<file path="src/rtl/tts_pkg.sv">
// Shared types and helpers for the truth-table sweeper.
package tts_pkg;

  localparam logic [1:0] StateIdleEnc  = 2'b00;
  localparam logic [1:0] StateDriveEnc = 2'b01;
  localparam logic [1:0] StateDoneEnc  = 2'b10;

  typedef enum logic [1:0] {
    StIdle  = StateIdleEnc,
    StDrive = StateDriveEnc,
    StDone  = StateDoneEnc
  } tts_state_e;

  // Binary to reflected Gray code; wide enough for the largest N_IN.
  function automatic logic [15:0] bin2gray(input logic [15:0] bin);
    return bin ^ (bin >> 1);
  endfunction

endpackage

</file>
<file path="src/rtl/tts_hold_counter.sv">
// Counts the HOLD cycles a vector is presented; tc marks the final hold cycle.
module tts_hold_counter #(
  parameter int unsigned HOLD = 5
) (
  input  logic clk,
  input  logic rst_n,
  input  logic clear,
  input  logic en,
  output logic tc
);

  localparam int unsigned CntW = (HOLD > 1) ? $clog2(HOLD) : 1;
  localparam logic [CntW-1:0] CntMax = CntW'(HOLD - 1);

  logic [CntW-1:0] cnt_q;

  assign tc = (cnt_q == CntMax);

  // Wraps to zero after the terminal count so the next vector starts fresh.
  always_ff @(posedge clk or negedge rst_n) begin
    if (!rst_n) begin
      cnt_q <= '0;
    end else if (clear || (en && tc)) begin
      cnt_q <= '0;
    end else if (en) begin
      cnt_q <= cnt_q + CntW'(1);
    end
  end

endmodule

</file>
<file path="src/rtl/truth_table_sweeper.sv">
// Exhaustive input sweeper/checker for combinational DUTs.
// Define SWEEP_GRAY_EN to drive vectors in Gray-code order instead of binary.
module truth_table_sweeper #(
  parameter int unsigned N_IN  = 3,
  parameter int unsigned N_OUT = 1,
  parameter int unsigned HOLD  = 5
) (
  input  logic              clk,
  input  logic              rst_n,
  input  logic              start,
  output logic [N_IN-1:0]   vec_out,
  input  logic [N_OUT-1:0]  dut_out,
  input  logic [N_OUT-1:0]  exp_out,
  output logic              busy,
  output logic              done,
  output logic              pass,
  output logic              sample,
  output logic [N_IN:0]     err_count,
  output logic              err_seen,
  output logic [N_IN-1:0]   first_err_vec
);

  import tts_pkg::*;

  // Extra index bit keeps 2^N_IN representable without wrap ambiguity.
  localparam logic [N_IN:0] LastIdx = {1'b0, {N_IN{1'b1}}};

  tts_state_e      state_q;
  logic [N_IN:0]   idx_q;
  logic [N_IN:0]   idx_inc;
  logic [N_IN-1:0] next_vec;
  logic            launch;
  logic            hold_en;
  logic            hold_tc;
  logic            mismatch;

  assign idx_inc = idx_q + {{N_IN{1'b0}}, 1'b1};

`ifdef SWEEP_GRAY_EN
  assign next_vec = N_IN'(bin2gray(16'(idx_inc[N_IN-1:0])));
`else
  assign next_vec = idx_inc[N_IN-1:0];
`endif

  assign launch  = start && (state_q != StDrive);
  assign hold_en = (state_q == StDrive);
  assign sample  = hold_en && hold_tc;

  // Case inequality so X/Z on the DUT response counts as a failure; synthesizes as !=.
  assign mismatch = (dut_out !== exp_out);

  tts_hold_counter #(
    .HOLD (HOLD)
  ) u_hold (
    .clk   (clk),
    .rst_n (rst_n),
    .clear (launch),
    .en    (hold_en),
    .tc    (hold_tc)
  );

  // Sweep control, stimulus and error capture with registered outputs.
  always_ff @(posedge clk or negedge rst_n) begin
    if (!rst_n) begin
      state_q       <= StIdle;
      idx_q         <= '0;
      vec_out       <= '0;
      busy          <= 1'b0;
      done          <= 1'b0;
      pass          <= 1'b0;
      err_count     <= '0;
      err_seen      <= 1'b0;
      first_err_vec <= '0;
    end else begin
      unique case (state_q)
        StIdle, StDone: begin
          if (start) begin
            state_q       <= StDrive;
            idx_q         <= '0;
            vec_out       <= '0;
            busy          <= 1'b1;
            done          <= 1'b0;
            pass          <= 1'b0;
            err_count     <= '0;
            err_seen      <= 1'b0;
            first_err_vec <= '0;
          end
        end
        StDrive: begin
          if (sample) begin
            if (mismatch) begin
              err_count <= err_count + {{N_IN{1'b0}}, 1'b1};
              err_seen  <= 1'b1;
              if (!err_seen) first_err_vec <= vec_out;
            end
            if (idx_q == LastIdx) begin
              state_q <= StDone;
              vec_out <= '0;
              busy    <= 1'b0;
              done    <= 1'b1;
              pass    <= !(err_seen || mismatch);
            end else begin
              idx_q   <= idx_inc;
              vec_out <= next_vec;
            end
          end
        end
        default: state_q <= StIdle;
      endcase
    end
  end

endmodule

</file>
<file path="config.mk">
export PLATFORM = sky130hd
export DESIGN_NAME = truth_table_sweeper
export DESIGN_NICKNAME = d
export VERILOG_FILES = /design/src/rtl/tts_pkg.sv /design/src/rtl/tts_hold_counter.sv /design/src/rtl/truth_table_sweeper.sv
export SDC_FILE = /design/constraint.sdc
export NUM_CORES = 1
export LEC_CHECK = 0
export ABC_AREA = 1
export BUFFER_PORTS_ARGS = -buffer_cell sky130_fd_sc_hd__buf_2
export CAP_MARGIN = 20
export CORE_ASPECT_RATIO = 1.4
export CORE_MARGIN = 2
export CORE_UTILIZATION = 58
export DETAILED_ROUTE_END_ITERATION = 12
export PLACE_DENSITY = 0.78
export SYNTH_ARGS = -nofsm -noshare
export SYNTH_HDL_FRONTEND = slang
export SYNTH_SLANG_ARGS = --single-unit
</file>
<file path="constraint.sdc">
create_clock -name clk -period 3.1 [get_ports clk]
set_input_delay 0.155 -clock clk [delete_from_list [all_inputs] [get_ports clk]]
set_output_delay 0.155 -clock clk [all_outputs]
set_load 0.05 [all_outputs]
</file>
==> results.ini, run 1 <==
[run_status]
status = finished clean

[layout]
seq_area_sq_um = 576
final_nets = 172
fin_area_sq_mm = 0.00132
instances_no_fill = 183
nFillCells = 172
multi_input_area_sq_um = 532
syn_to_final_growth_pct = 13.7
antenna_cells = 0
drive_above_1_share_pct = 21.0

[worst_setup_path]
start_kind = register
path_class = register to output port
critPathMaxFanout = 4
cp.arrival_ps = 1590
r2r_start = idx_q[0]
path_buf_inv = 4
critPathMaxStageDelay_ps = 400
critPathLaunch = u_hold.cnt_q[0]
worst_path_most_repeated_cell = inv_1
required_ps = 2940
path_delay_family = buffers and inverters
cp_cell_sequence = inv_1 -> ha_1 -> nand2_1 -> inv_1 -> nand2_4 -> clkinv_1 -> buf_2
end_kind = output port
crit_path_top_delay_cell = dfrtp_1

[cts]
cts_made_buffers = 3
h-tree-depth = 1
cts_tree = done
cts_sinks = 23
root_buffer = clkbuf_4
path_clk_slew_ps = 120
clock_path_buffers = 2
worst_skew_pair.late_latency_ps = 310
postCtsSetupBuffers = 0

[synthesis]
synthTopCellsByCount = nand2_1 (50), dfrtp_1 (23), inv_1 (13), nor2_1 (9), nand3_1 (8)
synthTopCellsByArea = dfrtp_1 (49%), nand2_1 (16%), ha_1 (4.3%)
synth.distinct_cells = 23
synth_area_per_cell_sq_um = 8.43
ys_ff_latch = 23
yosys_most_used_dff = dfrtp_1
synth_fp_nets = 147
synth_edf_count = 0
async_flop_share_pct = 100
synth_top_area_cell = dfrtp_1
ys_seq_area_share_pct = 49.5
yosys_warnings = 0
netlist_area_sq_mm = 0.00116
yosysTopAreaCellShare_pct = 49.5
netlist_instances = 138
synth_most_common_cell = nand2_1

[routing]
first_pass_iters = 4
num_vias = 954
drt_iter0_drc = 11
wl_microns = 2170
drc_errors = 0
antenna_left = 0
vias_per_cell = 5.21
wire_per_inst_microns = 11.8

[die]
die_area_sq_mm = 0.00239
die_w_microns = 41.9
num_io_pins = 20
start_util_pct = 60.4
die_h_microns = 57.0
core-area_sq_mm = 0.00193
rows = 19

[worst_hold_path]
worstHoldPathType = input pin to register
worstHoldStart = start

[place]
placedCellCount = 178
hpwl_microns = 1680
gp_congestion = 0.829
post_dp_cell_area_sq_mm = 0.00128
port_buffers = 19

[sta]
fin_worst_skew_ps = 2.78
setup_violations = 0
setup-tns-final_ps = 0
rsz0062_at_grt = no
max_freq_mhz = 573
period_minus_slack_ps = 1740
tightest_slew_ps = 507
period_share_pct = 56.3
timing.slew.headroom_pct = 66.2
slew_viol_final = 0
hold_viol_final = 0
whs_ps = 146

[grt]
antenna_found_initial = 0
grt_max_degree = 24
grt_pass1_vias = 938
overflow = 0
grt_pass1_wl_microns = 3860
grt_usage_pct = 20.7

[pwr]
p_leak_nw = 0.743
peakVddDrop_uv = 886
p_per_area_mw_per_mm2 = 1060

[flow_run]
maxCapViolCount = 0

==> worst register-to-register path, stage by stage, from the launching register on <==
cell,delay (ps)
dfrtp_1,440
ha_1,220
nand3_1,220
o21bai_1,230
nand2_2,90
nand2_1,60
nand2_1,40
==> state kept, by name, indices dropped and copies added (netlist names), 2 cells and up <==
name / count
u_hold.cnt_q: 3
idx_q: 4
first_err_vec: 3
vec_out: 3
state_q: 2
err_count: 4
==> routing by layer <==
layer | vias to the layer above | track usage (%) | share of wire (%)
met5 | - | 0 | 0
met4 | 0 | 9.22 | 1.3
met3 | 4 | 1.90 | 2.4
met2 | 15 | 38.8 | 54
met1 | 445 | 23.3 | 43
li1 | 490 | - | -
==> per-stage QoR <==
step	util, %	worst slack [ps]	power (mW)
finish	68.7	1360	1.40
global route	68.7	1240	1.51
CTS	68.7	1340	1.41
detailed placement	66.7	1700	1.27
global placement	66.7	1750	1.25
floorplan	-	1440	1.10
==> cell type report <==
class                   instances  share of cell area (%)
clock buffers                   3                    1.70
clock inverters                 1                   0.378
inverters                      15                    4.26
multi-input cells             100                    40.2
flip-flops and latches         23                    43.5
well taps                      21                    1.99
repair buffers                 20                    7.95
==> timing repair <==
item,CTS,global route
endpoints found under the hold margin,23,0
hold buffers,1,0
resized for setup,0,0
==> kinds of logic (layout without fill, tap and decap cells) <==
| logic type | Yosys count | count (layout) | share of synthesized area, % |
|---|---|---|---|
| buffers and inverters | 15 | 39 | 4.84 |
| AOI/OAI and AO/OA | 12 | 12 | 5.70 |
| adders and majority gates | 4 | 4 | 4.30 |
| DFF | 23 | 23 | 49.5 |
| xor gates and xnor gates | 3 | 3 | 2.26 |
| and+or+nand+nor | 81 | 81 | 33.4 |
==> placed cells by master, fill, tap and decap left out, types with 2 or more instances in the layout <==
cell type,netlist,layout
nand2_1,50,50
dfrtp_1,23,23
buf_2,0,19
inv_1,13,13
nor2_1,9,9
nand3_1,8,8
o21ai_0,6,6
nand4_1,4,4
ha_1,4,4
nand2_2,3,3
o21ai_1,3,3
clkbuf_4,0,3
nand2_4,2,2
xnor2_1,2,2
==> worst paths after layout <==
| kind | to | slack [ps] | depth (start not counted) |
|---|---|---|---|
| setup / recovery | sample | 1360 | 7 |
| hold / removal | u_hold.cnt_q[1] | 150 | 4 |
| setup reg to reg | busy | 1700 | 6 |
| hold reg to reg | first_err_vec[0] | 480 | 2 |
| max in group asynchronous | done | 2420 | 2 |
| min in group asynchronous | busy | 330 | 2 |
==> where the power goes <==
part,internal [mW],leakage [nW],total (mW),switching (mW)
registers,0.415,0.293,0.516,0.101
clock network,0.0482,0.0177,0.135,0.0866
logic,0.204,0.433,0.750,0.546
(Power assumes the default switching activity.)
==> inputs of run 2 (changes only) <==
--- a/config.mk
+++ b/config.mk
@@ -10,9 +10,9 @@
 export CAP_MARGIN = 20
 export CORE_ASPECT_RATIO = 1.4
 export CORE_MARGIN = 2
-export CORE_UTILIZATION = 58
+export CORE_UTILIZATION = 54
 export DETAILED_ROUTE_END_ITERATION = 12
-export PLACE_DENSITY = 0.78
+export PLACE_DENSITY = 0.73
 export SYNTH_ARGS = -nofsm -noshare
 export SYNTH_HDL_FRONTEND = slang
 export SYNTH_SLANG_ARGS = --single-unit
==> constraint.sdc (replaced) <==
create_clock -name clk -period 1.8 [get_ports clk]
set_input_delay 0.09 -clock clk [delete_from_list [all_inputs] [get_ports clk]]
set_output_delay 0.09 -clock clk [all_outputs]
set_load 0.05 [all_outputs]
==> run 2 against run 1 <==
Power grew 74%. Largest cell class unchanged. Final area grew 0.76%. Via count shrank 0.21%. Critical path depth is the same.
==> results.ini, run 2 (same netlist as run 1, synthesis figures left out) <==
[run_status]
status = finished clean

[grt]
grt_max_degree = 24  ; unchanged
grt_pass1_vias = 863  ; -8.0%
grt_usage_pct = 18.4  ; -2.3 points
overflow = 0  ; unchanged
antenna_found_initial = 0  ; unchanged
grt_pass1_wl_microns = 3570  ; -7.5%

[cts]
cts_tree = done
worst_skew_pair.late_latency_ps = 310  ; about the same
cts_sinks = 23  ; unchanged
path_clk_slew_ps = 120  ; about the same
cts_made_buffers = 3  ; unchanged
h-tree-depth = 1  ; unchanged
clock_path_buffers = 2  ; unchanged
root_buffer = clkbuf_4

[layout]
drive_above_1_share_pct = 21.5  ; +0.48 points
final_common_cell = nand2_1
antenna_cells = 0  ; unchanged
final_nets = 173  ; +0.58%
final_cell_mix = nand2_1 (50), dfrtp_1 (23), buf_2 (18)
syn_to_final_growth_pct = 14.5
nFillCells = 175  ; +1.7%
reg_top3 = err_count (4), idx_q (4)

[die]
die_area_sq_mm = 0.00255  ; +6.8%
die_h_microns = 58.9  ; +3.4%
start_util_pct = 58.3  ; -2.2 points
num_io_pins = 20  ; unchanged
core-area_sq_mm = 0.00200  ; +3.7%
rows = 19  ; unchanged
die_w_microns = 43.2  ; +3.3%

[flow_run]
maxCapViolCount = 0  ; unchanged

[sta]
rsz0062_at_grt = no
hold_viol_final = 0  ; unchanged
setup-tns-final_ps = 0  ; unchanged
whs_ps = 82.1  ; -63.6 ps
setup_violations = 0  ; unchanged
tightest_slew_ps = 521  ; +13.8 ps
timing.slew.headroom_pct = 65.3  ; -0.92 points
period_minus_slack_ps = 1690
max_freq_mhz = 592
period_share_pct = 93.8
fin_worst_skew_ps = 14.7  ; +11.9 ps
slew_viol_final = 0  ; unchanged

[worst_setup_path]
critPathMaxFanout = 4  ; unchanged
end_kind = output port
start_kind = register
required_ps = 1710  ; -1230 ps
cp.arrival_ps = 1600  ; about the same
path_class = register to output port

[place]
gp_congestion = 0.796  ; -4.0%
hpwl_microns = 1610  ; -4.4%
port_buffers = 19  ; unchanged

[pwr]
p_per_area_mw_per_mm2 = 1830  ; +72%
peakVddDrop_uv = 1430  ; +61%
p_leak_nw = 0.748  ; +0.59%

[routing]
first_pass_iters = 4  ; unchanged
drt_iter0_drc = 21  ; +10
drc_errors = 0  ; unchanged
vias_per_cell = 5.17  ; -0.75%
wire_per_inst_microns = 11.5  ; -3.1%
num_vias = 952  ; -0.21%
wl_microns = 2110  ; -2.6%
antenna_left = 0  ; unchanged

[worst_hold_path]
worstHoldPathType = input pin to register

run 2: critical path: stages (launching register included):
cell and delay (ps):
dfrtp_1 400, inv_1 60, ha_1 180, nand2_1 110
inv_1 90, nand2_4 90, clkinv_1 130, clkbuf_4 240
run 2: worst paths after layout:
kind | startpoint | to | slack [ps] | depth (start not counted)
setup / recovery | u_hold.cnt_q[0] | sample | 110 | 7
hold / removal | start | u_hold.cnt_q[1] | 80 | 4
setup reg to reg | idx_q[0] | busy | 410 | 6
hold reg to reg | pass | pass | 480 | 2
max in group asynchronous | rst_n | pass | 1170 | 2
min in group asynchronous | rst_n | vec_out[1] | 260 | 2
run 2: power by group:
group / switching, mW / internal [mW]
Sequential: 0.169 / 0.715
Combinational: 0.944 / 0.368
Clock: 0.155 / 0.0830
Total: 1.27 / 1.17
run 2: area by class of cell:
cell class / instances / area (sq um) / share of cell area [%]
Clock buffer: 3 / 22.5 / 1.69
Clock inverter: 1 / 5.00 / 0.376
Inverter: 15 / 56.3 / 4.23
Multi-Input combinational cell: 100 / 532 / 39.9
Sequential cell: 23 / 576 / 43.2
Tap cell: 21 / 26.3 / 1.97
Timing Repair Buffer: 21 / 115 / 8.64
run 2: stage by stage:
stage	std cells	worst slack [ps]	power [mW]	instance area [sq um]	utilization (%)
after global placement	178	456	2.16	1280	64.3
after global routing	184	1.05	2.61	1330	66.7
after CTS	183	91.7	2.43	1320	66.2
after detailed placement	178	430	2.19	1280	64.3
after floorplan	138	145	1.90	1160	-
final	184	111	2.43	1330	66.7
run 2: what timing repair did:
item                                   in CTS  in global routing
endpoints found under the hold margin      23                  0
gates resized for setup                     0                  1
setup buffers                               0                  1
setup endpoints to repair                   0                  1
hold buffers                                1                  0
run 2: routing by layer:
layer / up-vias / global-route usage [%] / wire (microns)
li1: 485 / - / -
met5: - / 0 / 0
met4: 0 / 6.49 / 19
met1: 433 / 23.8 / 998
met3: 4 / 1.84 / 78
met2: 30 / 31.8 / 1010
